## src/rtl/gray_decoder.sv

```systemverilog
// gray_decoder: receive-side checker for a Gray-code counter bus.
// Converts each qualified Gray sample to binary, tracks single-step advances,
// pulses Wrap on a legal 2^WIDTH-1 -> 0 step and latches Error on any illegal step.
// Optional feature macro: GRAY_DEC_WRAPCNT_EN builds the saturating 8-bit wrap counter;
// without it WrapCnt is tied to zero.
//
// state | meaning
// EMPTY | no code accepted since reset; next valid sample is taken as-is
// TRACK | locked; each valid sample must hold or advance by exactly one
// FAULT | illegal step seen; inputs ignored until Reset
module gray_decoder #(
  parameter int WIDTH = 3
) (
  input  logic             Clk,
  input  logic             Reset,
  input  logic             Valid,
  input  logic [WIDTH-1:0] Gray,
  output logic [WIDTH-1:0] Binary,
  output logic             Locked,
  output logic             Wrap,
  output logic             Error,
  output logic [7:0]       WrapCnt
);

  typedef enum logic [1:0] {
    EMPTY = 2'd0,
    TRACK = 2'd1,
    FAULT = 2'd2
  } state_t;

  state_t           state;
  logic [WIDTH-1:0] b;
  logic [WIDTH-1:0] inc;
  logic             at_max;
  logic             step_ok;
  logic             wrap_step;

  // Gray to binary: each binary bit is the XOR of all Gray bits at or above it.
  always_comb begin
    b = '0;
    for (int i = 0; i < WIDTH; i++) begin
      b[i] = ^(Gray >> i);
    end
  end

  // Wrapped WIDTH-bit successor of the current value, so 2^WIDTH-1 steps to 0.
  always_comb begin
    inc       = Binary + WIDTH'(1);
    at_max    = &Binary;
    step_ok   = (b == inc);
    wrap_step = (state == TRACK) && Valid && step_ok && at_max;
  end

  // Main FSM with registered outputs; Wrap defaults low so it is a one-cycle pulse.
  always_ff @(posedge Clk) begin
    if (Reset) begin
      state  <= EMPTY;
      Binary <= '0;
      Locked <= 1'b0;
      Wrap   <= 1'b0;
      Error  <= 1'b0;
    end else begin
      Wrap <= 1'b0;
      case (state)
        EMPTY: begin
          if (Valid) begin
            Binary <= b;
            Locked <= 1'b1;
            state  <= TRACK;
          end
        end
        TRACK: begin
          if (Valid && (b != Binary)) begin
            if (step_ok) begin
              Binary <= b;
              Wrap   <= at_max;
            end else begin
              Error <= 1'b1;
              state <= FAULT;
            end
          end
        end
        FAULT: begin
          state <= FAULT;
        end
        default: begin
          state <= EMPTY;
        end
      endcase
    end
  end

`ifdef GRAY_DEC_WRAPCNT_EN
  logic [7:0] wrap_cnt;

  // Saturating wrap counter; holds at 255 rather than rolling over.
  always_ff @(posedge Clk) begin
    if (Reset) begin
      wrap_cnt <= '0;
    end else if (wrap_step && (wrap_cnt != 8'hFF)) begin
      wrap_cnt <= wrap_cnt + 8'd1;
    end
  end

  assign WrapCnt = wrap_cnt;
`else
  logic unused_wrap_step;

  assign unused_wrap_step = wrap_step;
  assign WrapCnt          = 8'd0;
`endif

endmodule

```

## config.mk

```make
export PLATFORM = sky130hd
export DESIGN_NAME = gray_decoder
export DESIGN_NICKNAME = d
export VERILOG_FILES = /design/src/rtl/gray_decoder.sv
export SDC_FILE = /design/constraint.sdc
export NUM_CORES = 1
export LEC_CHECK = 0
export ABC_AREA = 1
export CAP_MARGIN = 10
export CORE_MARGIN = 3
export CORE_UTILIZATION = 34
export CTS_BUF_LIST = sky130_fd_sc_hd__clkbuf_8 sky130_fd_sc_hd__clkbuf_16
export CTS_CLUSTER_DIAMETER = 80
export DETAILED_ROUTE_END_ITERATION = 12
export GPL_TIMING_DRIVEN = 1
export HOLD_SLACK_MARGIN = 0.05
export PLACE_DENSITY = 0.72
export SETUP_SLACK_MARGIN = 0.2
export SYNTH_ARGS = -nofsm -noshare
export SYNTH_HDL_FRONTEND = slang
export SYNTH_SLANG_ARGS = --single-unit
```

## constraint.sdc

```tcl
create_clock -name Clk -period 2.35 [get_ports Clk]
set_input_delay 0.5875 -clock Clk [delete_from_list [all_inputs] [get_ports Clk]]
set_output_delay 0.5875 -clock Clk [all_outputs]
set_load 0.02 [all_outputs]
```

* Word level (Yosys, flattened, before mapping) *
Cells that the tools add are included.

cells by class
  equality and inequality tests = 8
  shift operators = 0
  add/subtract/negate cells = 1
  multiply operators = 0
  div/mod/pow operators = 0
  mux-type cells = 8
  order comparisons = 0
  reductions and logical operators = 12
  bitwise operators = 3

operators with widths
  kind                 count
  $mux 3               3
  $reduce_and 3->1     3
  $reduce_xor 3->1     3
  $mux 2               3
  $ne 2x2->1 const B   3
  $pmux 2 s3           1
  $pmux 3 s2           1
  $reduce_and 4->1     1
  $reduce_or 4->1      1
  $add 3x1->3 const B  1
  $eq 3x3->1           1
  $ne 3x3->1           1
  $not 1->1            3
  $eq 2x1->1 const B   1
  $eq 2x2->1 const B   1
  $logic_not 2->1      1
  $ne 2x1->1 const B   1
  $reduce_and 2->1     1
  $reduce_bool 2->1    1
  $logic_and 1x1->1    1

word-level totals
  input bits = 6
  word-level logic and storage cells = 37
  output and inout port bits = 14
  memories = 0
  bits in latches = 0
  ROM bits = 0
  bits in registers = 8
  RAM bits = 0

* Longest topological paths before layout *
  word-level depth = 5
  depth in mapped cells = 13
  gate-level depth less buffers = 13

* Worst setup path before layout *
Ideal clock, no wire load.

  kind = reg-to-reg
  start = register Binary[1]
  end = register state[1]
  stages on the path, launching flop included = 13
  arrival time = 1.644 ns
  library setup time = 0.113 ns
  required time = 2.237 ns
  clock period less this slack = 1.757 ns
  buffers on the path = 0
  setup slack = 0.593 ns
  cell sequence = dfxtp_1 > ha_1 > ha_1 > xnor2_1 > o21ai_0 > nor2_1 > nand2_2 > inv_1 > nand2_1 > nand3_2 > nand2_1 > nand2_1 > nor2_1

on the way
  word-level cells in the longest chain between the ends = 4
  elaborated cells between the ends (all ways) = 7
  those cells by class = 1 x add/sub; 4 x eq/ne; 2 x reduce/logical

RTL lines
  item                                                       line    text
  start: declaration                                         18      output logic [WIDTH-1:0] Binary,
  start signal: assignment                                   58      Binary <= '0;
  start signal: assignment                                   67      Binary <= b;
  start signal: assignment                                   75      Binary <= b;
  $add 3x1->3 / $ne 3x3->1 (equally long branches)           48, 73
  $eq 3x3->1 / $logic_and 1x1->1 (equally long branches)     50, 73
  $ne 2x2->1 (no line) / $ne 2x1->1 (equally long branches)  --
  $reduce_and 3->1 (no line) (*)                             --
  end signal: assignment                                     57      state <= EMPTY;
  end signal: assignment                                     69      state <= TRACK;
  end signal: assignment                                     79      state <= FAULT;
  end: declaration                                           31      state_t state;

Mark *: on every way between the ends. The rest lies on a longest branch, timed or not.
A chain may end at the register's enable or synchronous reset.

* Final worst setup path *
  start = input Gray[1]
  end = register state[0]

on the way
  word-level cells in the longest chain between the ends = 5
  elaborated cells between the ends (all ways) = 8
  those cells by class = 4 x eq/ne; 4 x reduce/logical

RTL lines
  item                            line  text
  start: declaration              17    input logic [WIDTH-1:0] Gray,
  $reduce_xor 3->1                42    b[i] = ^(Gray >> i);
  $ne 3x3->1                      73    if (Valid && (b != Binary)) begin
  $logic_and 1x1->1               73
  $ne 2x1->1 (no line)            --
  $reduce_and 3->1 (no line) (*)  --
  end signal: assignment          69
  end signal: assignment          79
  end signal: assignment          84    state <= FAULT;

Marked as above.

==> results_dict.tcl <==
set metrics [dict create \
    status "finished, final reports clean" \
    max_clock_freq_mhz 512 \
    cts_root_buf "clkbuf_8" \
    path_class "input pin to flip-flop" \
    place_inst 127 \
    die-width_um 48.5 \
    fp.coreArea_um2 1590 \
    r2r-start "Binary[0]" \
    nets 118 \
    p_per_area_nw_per_um2 1090 \
    start_util 0.385 \
    drc_errors 0 \
    ys_ff_latch 8 \
    routabilityCongestion 0.788 \
    num_antenna_cells 0 \
    post-cts-setup-buffers 0 \
    htreeDepth 1 \
    whs_ns 0.444 \
    drive_above_1_share 0.142 \
    final-instance-count-excl-fill 130 \
    p_sw_uw 360 \
    drtAntennaViolNets 0 \
    final-setup-viol-count 0 \
    cp.required_ns 2.51 \
    synth_largest_area_cell "dfxtp_1" \
    dr.first_iter.drc_count 12 \
    die_y_um 48.5 \
    ios 20 \
    grt_pass1_vias 538 \
    timing.rr.end "state[0]" \
    p_clk_frac 0.200 \
    min_to "Locked" \
    critical_path.startpoint "Gray[1]" \
    avgSynthCellArea_um2 6.68 \
    seq_power_share 0.260 \
    antenna_found_initial 0 \
    clkTransAtPathRegs_ns 0.04 \
    startpoint_type "input pin" \
    setup.worst_path.end_class "flip-flop" \
    yosysUniqueCellTypes 20 \
    hpwl_um 962 \
    finalCritPeriodShare 0.831 \
    fin_setup_tns_ns 0 \
    p_int_uw 483 \
    dr.pass1.iters 4 \
    period_needed_ns 1.95 \
    vdd_ir_drop_max_mv 0.439 \
    final_max_slew_viol_count 0 \
    wl_per_cell_um 9.28 \
    p_sw_frac 0.427 \
    fin_util 0.486 \
    hp-class "flip-flop to flip-flop" \
    routed_via_density 4.39 \
    yosys-top-cells-area "dfxtp_1, nand2_1, buf_4, ha_1, nand3_1" \
    clock_latency_ns 0.23 \
    cts_buffer_depth 2 \
    grt_first_pass_wirelength_um 2210 \
    rsz0062_at_grt "false" \
    numCtsBuffers 3 \
    maxCapViolCount 0 \
    fin_skew_ns 0.00110 \
    hold_depth 2 \
    synth_area_um2 614 \
    rows 14 \
    die-area_um2 2350 \
    overflow 0 \
    yosysSeqAreaShare 0.261 \
    area_delta_synth_final_pct 26.1 \
    port_buffers 11 \
    rrSetupSlack_ns 0.55 \
    holdCritStartpoint "Locked" \
    vias 571 \
    grtUsageTotal 0.122 \
    leakage_uw 0.000398 \
    synth-warning-count 0 \
    comb_power_share 0.541 \
    clock-sinks 8 \
    crit_fanout 3 \
    syn_inst 92 \
    fin_ws_ns 0.398 \
    hold_viol_final 0 \
    rr_worst_depth 11 \
    wl_um 1210 \
    grt_max_degree 7 \
    cts_tree "done" \
    dp_slack_ns 0.106 \
    arrival_ns 2.12 \
    netlist.area_leader.share 0.261 \
]
cells in the final DEF (no fill, tap or decap):
| cell type | Yosys | routed |
|---|---|---|
| a21oi_1 | 4 | 4 |
| a21oi_2 | 1 | 1 |
| a21oi_4 | 1 | 1 |
| and2_0 | 1 | 1 |
| buf_4 | 8 | 1 |
| clkbuf_8 | 0 | 3 |
| clkdlybuf4s50_1 | 0 | 10 |
| conb_1 | 1 | 8 |
| dfxtp_1 | 8 | 8 |
| dlymetal6s2s_1 | 0 | 1 |
| ha_1 | 4 | 4 |
| inv_1 | 12 | 12 |
| inv_2 | 1 | 1 |
| nand2_1 | 18 | 17 |
| nand2_2 | 5 | 6 |
| nand3_1 | 10 | 10 |
| nand3_2 | 1 | 1 |
| nand3b_1 | 1 | 1 |
| nor2_1 | 12 | 12 |
| o21ai_0 | 1 | 1 |
| or2_2 | 1 | 1 |
| xnor2_1 | 1 | 1 |
| xor2_1 | 1 | 1 |
logic make-up (layout without fill, tap and decap cells):
family	Yosys count	after routing	share of synthesized area
other	1	8	0.00610
AOI/OAI and AO/OA	7	7	0.0815
DFF	8	8	0.261
buffers and inverters	21	28	0.177
xor gates and xnor gates	2	2	0.0285
and+or+nand+nor	49	49	0.365
adders and majority gates	4	4	0.0815
worst max-delay path, cell delays in order:
cell,delay (ns)
clkdlybuf4s50_1,0.49
inv_1,0.07
nand2_2,0.09
nand2_2,0.06
and2_0,0.13
nor2_1,0.12
nand2_2,0.09
inv_1,0.09
nand2_1,0.08
nand3_2,0.11
nand2_1,0.07
a21oi_2,0.12
timing repair:
item,in CTS,in global routing
hold buffers,0,0
resized for setup,0,2
hold endpoints to repair,0,0
setup endpoints to repair,0,5
cell type report:
class	count	area (um2)
fill	161	820
timing repair buffer	12	120
tap	24	30.0
multi-input combinational	70	374
clock buffer	3	41.3
sequential	8	160
inverter	13	48.8
worst max path at each step:
stage | to | slack (ns)
5_1_grt | state[0] | 0.22
2_1_floorplan | state[1] | 0.59
6_report | state[0] | 0.40
4_1_cts | Binary[0] | 0.34
3_5_place_dp | Binary[0] | 0.11
3_3_place_gp | Binary[0] | 0.15
Yosys cell counts:
| cell type | count |
|---|---|
| conb_1 | 1 |
| o21ai_0 | 1 |
| xor2_1 | 1 |
| or2_2 | 1 |
| a21oi_1 | 4 |
| dfxtp_1 | 8 |
| a21oi_2 | 1 |
| inv_1 | 12 |
| nor2_1 | 12 |
| a21oi_4 | 1 |
| ha_1 | 4 |
| nand2_2 | 5 |
| nand3_2 | 1 |
| xnor2_1 | 1 |
| inv_2 | 1 |
| buf_4 | 8 |
| nand2_1 | 18 |
| nand3_1 | 10 |
| nand3b_1 | 1 |
| and2_0 | 1 |
power groups by stage:
stage / registers [uW] / logic (uW) / clock network, uW
floorplan: 248 / 306 / 0
finish: 219 / 456 / 168
detailed placement: 221 / 449 / 0
global route: 225 / 520 / 180
CTS: 218 / 454 / 169
global placement: 221 / 435 / 0
sequential cells by signal, summed over array words and instances (netlist names):
register	flops
state	2
Binary	3
Error	1
Wrap	1
Locked	1
layer usage:
metal	GRT usage	share of wire
met5	0	0
met4	0.0711	0.021
met3	0.0276	0.059
met2	0.227	0.50
met1	0.124	0.42
metrics by stage:
stage | instance area, um2 | total power (uW)
final | 774 | 843
after global routing | 774 | 924
after CTS | 769 | 842
after detailed placement | 728 | 670
after global placement | 728 | 656
after floorplan | 641 | 554
Note: power is estimated with default switching activity, not from simulation.
